<file path="config.mk">
export PLATFORM = sky130hd
export DESIGN_NAME = accumulate_seq
export DESIGN_NICKNAME = d
export VERILOG_FILES = /design/src/rtl/accumulate_seq.sv
export SDC_FILE = /design/constraint.sdc
export NUM_CORES = 1
export LEC_CHECK = 0
export BUFFER_PORTS_ARGS = -buffer_cell sky130_fd_sc_hd__buf_4
export CAP_MARGIN = 20
export CORE_MARGIN = 1.5
export CORE_UTILIZATION = 25
export CTS_CLUSTER_DIAMETER = 40
export CTS_CLUSTER_SIZE = 30
export DETAILED_ROUTE_END_ITERATION = 8
export RECOVER_POWER = 100
export SYNTH_ARGS = -nofsm -noshare
export SYNTH_HDL_FRONTEND = slang
export SYNTH_SLANG_ARGS = --single-unit
</file>
<file path="constraint.sdc">
create_clock -name clk -period 8.72 [get_ports clk]
set_clock_uncertainty 0.05 [all_clocks]
set_input_delay 2.18 -clock clk [delete_from_list [all_inputs] [get_ports clk]]
set_output_delay 2.18 -clock clk [all_outputs]
set_load 0.01 [all_outputs]
</file>
<file path="src/rtl/accumulate_seq.sv">
`default_nettype none
// +--------------------------------------------------------------------------+
// | accumulate      : shared signed-magnitude add/subtract datapath          |
// | accumulate_seq  : sequential multiply-accumulate controller.             |
// |                   Takes a stream of signed-magnitude mantissa products,  |
// |                   keeps a running sum with a right-shift count that      |
// |                   absorbs carry-out, and hands the result to the         |
// |                   normalise/round stage.                                 |
// | Revision        : 1.0  initial release                                   |
// +--------------------------------------------------------------------------+

// Magnitude adder/subtractor. In subtract mode it returns |ab - c| together
// with the comparison flags the caller needs to pick the result sign.
module accumulate #(
  parameter int W = 48
) (
  input  logic [W-1:0] ab,
  input  logic [W-1:0] c,
  input  logic         sub,
  output logic [W-1:0] result,
  output logic         ovf,
  output logic         ab_gt_c,
  output logic         equal
);

  logic [W:0] sum_ext;

  // Add with carry-out, or subtract the smaller magnitude from the larger.
  always_comb begin
    sum_ext = {1'b0, ab} + {1'b0, c};
    ab_gt_c = (ab > c);
    equal   = (ab == c);
    ovf     = 1'b0;
    if (sub) begin
      if (ab_gt_c) result = ab - c;
      else         result = c - ab;
    end else begin
      result = sum_ext[W-1:0];
      ovf    = sum_ext[W];
    end
  end

endmodule

module accumulate_seq #(
  parameter int size_mantissa     = 24,
  parameter int size_counter      = 5,
  parameter int size_mul_mantissa = size_mantissa + size_mantissa
) (
  input  logic                         clk,
  input  logic                         rst_n,
  input  logic                         start_i,
  input  logic                         in_valid_i,
  output logic                         in_ready_o,
  input  logic [size_mul_mantissa-1:0] ab_number_i,
  input  logic                         ab_sign_i,
  input  logic                         last_i,
  output logic                         out_valid_o,
  input  logic                         out_ready_i,
  output logic [size_mul_mantissa-1:0] acc_number_o,
  output logic                         acc_sign_o,
  output logic [size_counter-1:0]      acc_shift_o,
  output logic                         acc_zero_o,
  output logic                         busy_o
);

  localparam int W = size_mul_mantissa;
  localparam logic [size_counter-1:0] SHIFT_MAX = '1;
  localparam logic [size_counter-1:0] SHIFT_ONE = size_counter'(1);

  typedef enum logic [1:0] {
    IDLE  = 2'd0,
    ACCUM = 2'd1,
    DONE  = 2'd2
  } state_t;

  state_t state;
  state_t state_nxt;

  logic [W-1:0]            acc_mag;
  logic                    acc_sign;
  logic [size_counter-1:0] acc_shift;

  logic [W-1:0]            aligned;
  logic                    dp_sub;
  logic [W-1:0]            dp_result;
  logic                    dp_ovf;
  logic                    dp_ab_gt_c;
  logic                    dp_equal;

  logic [W-1:0]            mag_nxt;
  logic                    sign_nxt;
  logic [size_counter-1:0] shift_nxt;

  logic                    accept;

  // Next-state and handshake outputs; only ACCUM takes operands and only
  // DONE offers a result, so start_i is looked at in IDLE alone.
  always_comb begin
    state_nxt   = state;
    in_ready_o  = 1'b0;
    out_valid_o = 1'b0;
    busy_o      = 1'b1;
    case (state)
      IDLE: begin
        busy_o = 1'b0;
        if (start_i) state_nxt = ACCUM;
      end
      ACCUM: begin
        in_ready_o = 1'b1;
        if (in_valid_i && last_i) state_nxt = DONE;
      end
      DONE: begin
        out_valid_o = 1'b1;
        if (out_ready_i) state_nxt = IDLE;
      end
      default: begin
        state_nxt = IDLE;
      end
    endcase
  end

  // State register.
  always_ff @(posedge clk or negedge rst_n) begin
    if (!rst_n) state <= IDLE;
    else        state <= state_nxt;
  end

  assign accept = in_valid_i && in_ready_o;

  // Bring the incoming product onto the accumulator's scale; shifting past
  // the full width leaves nothing.
  always_comb begin
    if (int'(acc_shift) >= W) aligned = '0;
    else                      aligned = ab_number_i >> acc_shift;
  end

  assign dp_sub = ab_sign_i ^ acc_sign;

  accumulate #(
    .W (W)
  ) u_accumulate (
    .ab      (aligned),
    .c       (acc_mag),
    .sub     (dp_sub),
    .result  (dp_result),
    .ovf     (dp_ovf),
    .ab_gt_c (dp_ab_gt_c),
    .equal   (dp_equal)
  );

  // Fold the datapath result into the new accumulator: a carry drops the LSB
  // and bumps the shift count (or saturates once the count is exhausted),
  // a subtraction takes the sign of the larger magnitude, zero is positive.
  always_comb begin
    mag_nxt   = dp_result;
    sign_nxt  = acc_sign;
    shift_nxt = acc_shift;
    if (dp_ovf) begin
      if (acc_shift == SHIFT_MAX) begin
        mag_nxt = '1;
      end else begin
        mag_nxt   = {1'b1, dp_result[W-1:1]};
        shift_nxt = acc_shift + SHIFT_ONE;
      end
    end else if (dp_sub) begin
      if (dp_equal)        sign_nxt = 1'b0;
      else if (dp_ab_gt_c) sign_nxt = ab_sign_i;
      else                 sign_nxt = acc_sign;
    end
    if (mag_nxt == '0) sign_nxt = 1'b0;
  end

  // Accumulator registers: cleared when a run starts, updated per accepted
  // operand, otherwise held (including after the result has been taken).
  always_ff @(posedge clk or negedge rst_n) begin
    if (!rst_n) begin
      acc_mag   <= '0;
      acc_sign  <= 1'b0;
      acc_shift <= '0;
    end else if (state == IDLE && start_i) begin
      acc_mag   <= '0;
      acc_sign  <= 1'b0;
      acc_shift <= '0;
    end else if (accept) begin
      acc_mag   <= mag_nxt;
      acc_sign  <= sign_nxt;
      acc_shift <= shift_nxt;
    end
  end

  assign acc_number_o = acc_mag;
  assign acc_zero_o   = (acc_mag == '0);
  assign acc_sign_o   = acc_sign & ~acc_zero_o;
  assign acc_shift_o  = acc_shift;

endmodule
`default_nettype wire
</file>
# Yosys cells after proc, flatten, opt, wreduce, memory -nomap -nowiden
# Index checks and enable logic that the tools add are counted.
dict set report classes {
  add_sub_neg 4
  order_cmp 1
  n_eq_ne 9
  n_shift 1
  muxes 25
  n_bitwise 3
  reduce_logical 13
}
# cell count
set op_table {}
lappend op_table {{48-bit 2-to-1 mux} 5}
lappend op_table {{48-bit zero test} 2}
lappend op_table {{48-bit subtractor} 2}
lappend op_table {{48-bit by 48-bit adder with 49-bit output} 1}
lappend op_table {{48-bit equality test} 1}
lappend op_table {{48-bit greater-than comparator} 1}
lappend op_table {{48-bit by 5-bit right shift with 48-bit output} 1}
lappend op_table {{47-bit 2-to-1 mux} 1}
lappend op_table {{5-bit 2-to-1 mux} 4}
lappend op_table {{1-bit 2-to-1 mux} 11}
lappend op_table {{2-bit 2-to-1 mux} 3}
lappend op_table {{2-bit inequality test, second input constant} 3}
lappend op_table {{2-bit one-hot mux with 3 select lines} 1}
lappend op_table {{3-bit AND reduction} 2}
lappend op_table {{5-bit by 1-bit adder with 5-bit output, second input constant} 1}
lappend op_table {{5-bit equality test, second input constant} 1}
lappend op_table {{4-bit AND reduction} 1}
lappend op_table {{2-bit nonzero test} 2}
lappend op_table {{4-bit nonzero test} 1}
lappend op_table {{1-bit logical AND} 3}
lappend op_table {{3-bit by 1-bit inequality test with 1-bit output, second input constant} 1}
lappend op_table {{3-bit nonzero test} 1}
lappend op_table {{2-bit by 1-bit equality test with 1-bit output, second input constant} 1}
lappend op_table {{2-bit equality test, second input constant} 1}
lappend op_table {{5 further kinds} 5}
dict set report totals {
  ff_bits 56
  output_inout_bits 58
  wordCells 60
}

# Depth between registers and ports, before layout
dict set report logic_depth {
  word_depth 10
  mapped_depth 29
  ltp_nobuf 22
}

# Hierarchy
# From an unflattened synthesis, not the netlist that was laid out.
dict set report hier_totals {
  cells_unflattened 1935
  hier_area_um2 13698.1
}
# module instances cells_each area_per_inst_um2
set modules_own_cells {}
lappend modules_own_cells {accumulate 1 1296 8294.2}
lappend modules_own_cells {accumulate_seq 1 639 5403.9}

# Worst setup path before layout
# Ideal clock, no wire load.
dict set report synth_path {
  kind {input-to-reg}
  from {input port ab_number_i[31]}
  to {register acc_sign}
  arrival_ps 7060
  required_ps 8540
  path_slack_ps 1480
  path_stages 21
  n_path_buf 1
  path_cell_list {mux4_2 mux2_2 o21ai_0 mux2_2 inv_1 ha_1 fa_1 nor2b_1 o311ai_2 a311oi_2 a21oi_2 o211ai_1 o21ai_1 a21oi_1 clkbuf_1 nor4_1 nor4_1 or4b_1 or4_1 nor4_1 nor3_1}
}
dict set report synth_via {
  elab_chain_cells 10
  elab_cells_between_ends 22
}
# element line_no
set synth_lines {}
lappend synth_lines {{from (decl)} 55} ;# input logic [size_mul_mantissa-1:0] ab_number_i,
lappend synth_lines {{48-bit by 5-bit right shift with 48-bit output *} 135} ;# else aligned = ab_number_i >> acc_shift;
lappend synth_lines {{48-bit subtractor (tied with other cells)} 36} ;# else result = c - ab;
lappend synth_lines {{48-bit 2-to-1 mux} 35} ;# if (ab_gt_c) result = ab - c;
lappend synth_lines {{48-bit 2-to-1 mux} 34} ;# if (sub) begin
lappend synth_lines {{47-bit 2-to-1 mux} 160} ;# if (acc_shift == SHIFT_MAX) begin
lappend synth_lines {{48-bit 2-to-1 mux} 159} ;# if (dp_ovf) begin
lappend synth_lines {{48-bit zero test} 171} ;# if (mag_nxt == '0) sign_nxt = 1'b0;
lappend synth_lines {{1-bit 2-to-1 mux} 171}
lappend synth_lines {{1-bit 2-to-1 mux} 185} ;# end else if (accept) begin
lappend synth_lines {{1-bit 2-to-1 mux} 181} ;# end else if (state == IDLE && start_i) begin
lappend synth_lines {{to (signal assigned)} 187} ;# acc_sign <= sign_nxt;
lappend synth_lines {{to (decl)} 81} ;# logic acc_sign;
# Mark *: on every way between the ends. The rest lies on a longest branch, timed or not. The select of a mux whose other input is x is not followed.
# A chain may end at the register's enable or synchronous reset.

# Final worst setup path
dict set report layout_path {
  from {input port ab_number_i[30]}
  to {register acc_sign}
}
# The elaborated chain is that of the path after synthesis.

==> results.ini <==
[sta]
min_period_over_period = 0.991
worst_pin_slew_ns = 3.61
final_max_slew_viol_count = 57
period_needed_ns = 8.64
rsz0062_at_grt = false
relSlewSlack = -1.41
worst_slack_ns = 0.0754
finalSetupViolCount = 0
finalHoldViolCount = 0
fmax_ghz = 0.116

[route]
vias = 17900
avgViaCountPerCell = 6.00
antenna_left = 0
wire_per_inst_um = 25.8
drt_drc_violations_left = 0
drtIter0Drc = 2559
wl_um = 77000
drtPass1Iterations = 6

[yosys]
yosysTopAreaCellShare = 0.126
ys_seq_area_frac = 0.0949
netlist_area_um2 = 14800
synthAdderAreaFrac = 0.130
yosysTopAreaCell = ha_1
synth_nets = 2293
yosys_warnings = 0
synth_seq_cells = 56
syn_avg_cell_area_um2 = 7.08
synthSimpleGateAreaFrac = 0.211
yosys_most_used_dff = dfrtp_1
synth_edf_count = 0
yosysUniqueCellTypes = 90
synth_xor_area_frac = 0.0338
synth_commonest_cells = a21oi_1 (196), nand2_1 (196), o21ai_0 (174)
synth_compound_area_frac = 0.340
synthArstFlopShare = 1.00
synth_top_family_by_area = compound AO/OA/AOI/OAI gates
synth_area_leaders = ha_1 (13%), dfrtp_1 (9.5%), a21oi_1 (6.6%), o21ai_0 (5.9%), nand2_1 (5.0%)
yosys-mux-area-fraction = 0.111
synth_cells = 2086

[worst_setup_path]
crit_chain = buf_4, mux4_2, mux2_2, o21ai_0, mux2_2, inv_1, ha_1, buf_4, a21oi_1, o21ai_0, a21o_1, nor3b_1, a21o_2, buf_4, o2111ai_1, and3_1, a2111oi_1, nor4bb_1, nand4_1, or4_1, nor4_1, nor3_1
crit_slowest_cell = or4_1
max_stage_delay_ns = 0.52
critPathLaunch = ab_number_i[30]
crit_top_cell = buf_4
cp-endpoint = acc_sign
worst-path-max-fanout = 11
reg2reg_from = acc_shift_o[0]
reg2regPathDepth = 22
cp.required_ns = 8.89
crit_type = input pin to register
rrSetupSlack_ns = 0.64
reg2reg_to = acc_sign
end_kind = register
worst_setup_path_start_kind = input pin
arrival_ns = 8.82

[cells_and_area]
n_antenna_cell = 0
fill_cells = 6378
syn2layout_area_growth_pct = 16.0
final_layout_size_suffix_gt1_frac = 0.151
nets = 2422

[placement]
dp_hpwl_um = 63200
io_buffers = 112
place_congestion = 1.05
place_ws_ns = -0.248

[run]
maxCapViolCount = 1

[grt]
antenna_found_initial = 3
grt_max_degree = 57
overflow = 0
grt_pass1_wl_um = 113000
grt_pass1_vias = 16700
grt_usage = 0.248

[clock_network]
clock_latency_ns = 0.36
clkSlewWorstSetupHoldPaths_ns = 0.11
postCtsSetupBuffers = 0
clock_sinks = 56
cts_buffers = 5
htree_levels = 2
cts_tree = yes
cts_root_buf = clkbuf_16
hold_buffers = 0
clockBufferDepth = 2

[floorplanning]
core_area_um2 = 58000
dieHeight_um = 246
rows = 88
initial_utilization = 0.254
pin_count = 113
dieArea_um2 = 60500
die_w_um = 246

[status]
status = finished with violations
violations = capacitance limit, slew limit

[min_path]
min_path_type = register to register

-- area by class of cell --
cell class | count | area, µm² | share of cell area
multi-input combinational | 1739 | 12200 | 0.715
timing repair buffer | 255 | 1770 | 0.104
sequential | 56 | 1400 | 0.0819
tap | 765 | 957 | 0.0559
inverter | 158 | 593 | 0.0346
clock buffer | 5 | 125 | 0.00731
clock inverter | 3 | 28.8 | 0.00168
-- worst min-delay path by stage --
| stage | start | to | cells after the start | slack, ns |
|---|---|---|---|---|
| floorplan | state[1] | state[0] | 3 | 0.49 |
| global placement | acc_number_o[33] | acc_number_o[33] | 2 | 0.53 |
| detailed placement | state[1] | state[0] | 3 | 0.54 |
| CTS | state[1] | state[0] | 3 | 0.56 |
| global route | acc_number_o[47] | acc_number_o[47] | 2 | 0.58 |
| finish | state[1] | state[0] | 3 | 0.56 |
-- cell families after synthesis --
kind of cell,Yosys count
compound gates,759
xor+xnor,57
fa+ha+maj,152
buf+inv,291
flops,56
mux,127
simple gates,644
-- cell usage in the layout (no fill, tap or decap), types with 17 or more instances in the layout --
master | synthesis | final
a211oi_1 | 26 | 26
mux2_2 | 48 | 47
nor4_1 | 35 | 35
dfrtp_1 | 56 | 55
nand3_1 | 40 | 40
a21o_1 | 31 | 30
clkbuf_1 | 81 | 63
nor2_1 | 153 | 152
mux2i_1 | 54 | 54
o31ai_1 | 28 | 28
ha_1 | 149 | 149
o211ai_1 | 24 | 24
a21oi_1 | 196 | 195
inv_1 | 156 | 156
nor2b_1 | 28 | 28
or2_2 | 28 | 28
o21bai_1 | 33 | 33
o21ai_0 | 174 | 174
nand4_1 | 38 | 38
nor3_1 | 42 | 42
buf_4 | 1 | 182
and3_1 | 18 | 18
xnor2_1 | 48 | 47
a221oi_1 | 22 | 22
a31oi_1 | 24 | 24
o21a_1 | 17 | 17
or3_1 | 17 | 17
mux4_2 | 25 | 25
nand2_1 | 196 | 196
-- registers in the layout (all words and copies together) (netlist names) --
name / count
acc_sign: 1
acc_shift_o: 5
acc_number_o: 48
state: 2
-- critical path: cells and delay by family --
kind                     cells  cell delay, ns
buffers and inverters        4            0.68
AO/OA/AOI/OAI                7            2.33
multiplexers                 3            1.13
adder cells (fa/ha/maj)      1            0.41
AND/OR/NAND/NOR              7            2.07
-- per-stage QoR --
step	utilization	std cells	TNS (ns)	hold WS [ns]	cell area (µm²)
4_1_cts	0.299	2980	0	0.559	17300
3_5_place_dp	0.296	2972	-0.248	0.545	17200
3_3_place_gp	0.296	2972	-0.268	0.534	17200
2_1_floorplan	-	2086	0	0.492	14800
6_report	0.295	2981	0	0.556	17100
5_1_grt	0.295	2981	0	0.580	17100
-- per-layer routing --
metal | vias to the layer above | wire [µm] | share of wire | track usage
met4 | 4 | 4570 | 0.059 | 0.131
li1 | 8036 | - | - | -
met2 | 1064 | 32500 | 0.42 | 0.369
met3 | 228 | 8260 | 0.11 | 0.0540
met5 | - | 24 | 0.00031 | 0
met1 | 8568 | 31600 | 0.41 | 0.331
-- timing repair --
action                                  CTS  global route
endpoints found under the hold margin     0             0
endpoints found under the setup margin    0             1
resized for setup                         0             3
Power is not shown: default switching activity piles up to over one toggle a cycle in this logic, so the estimate is an artifact.
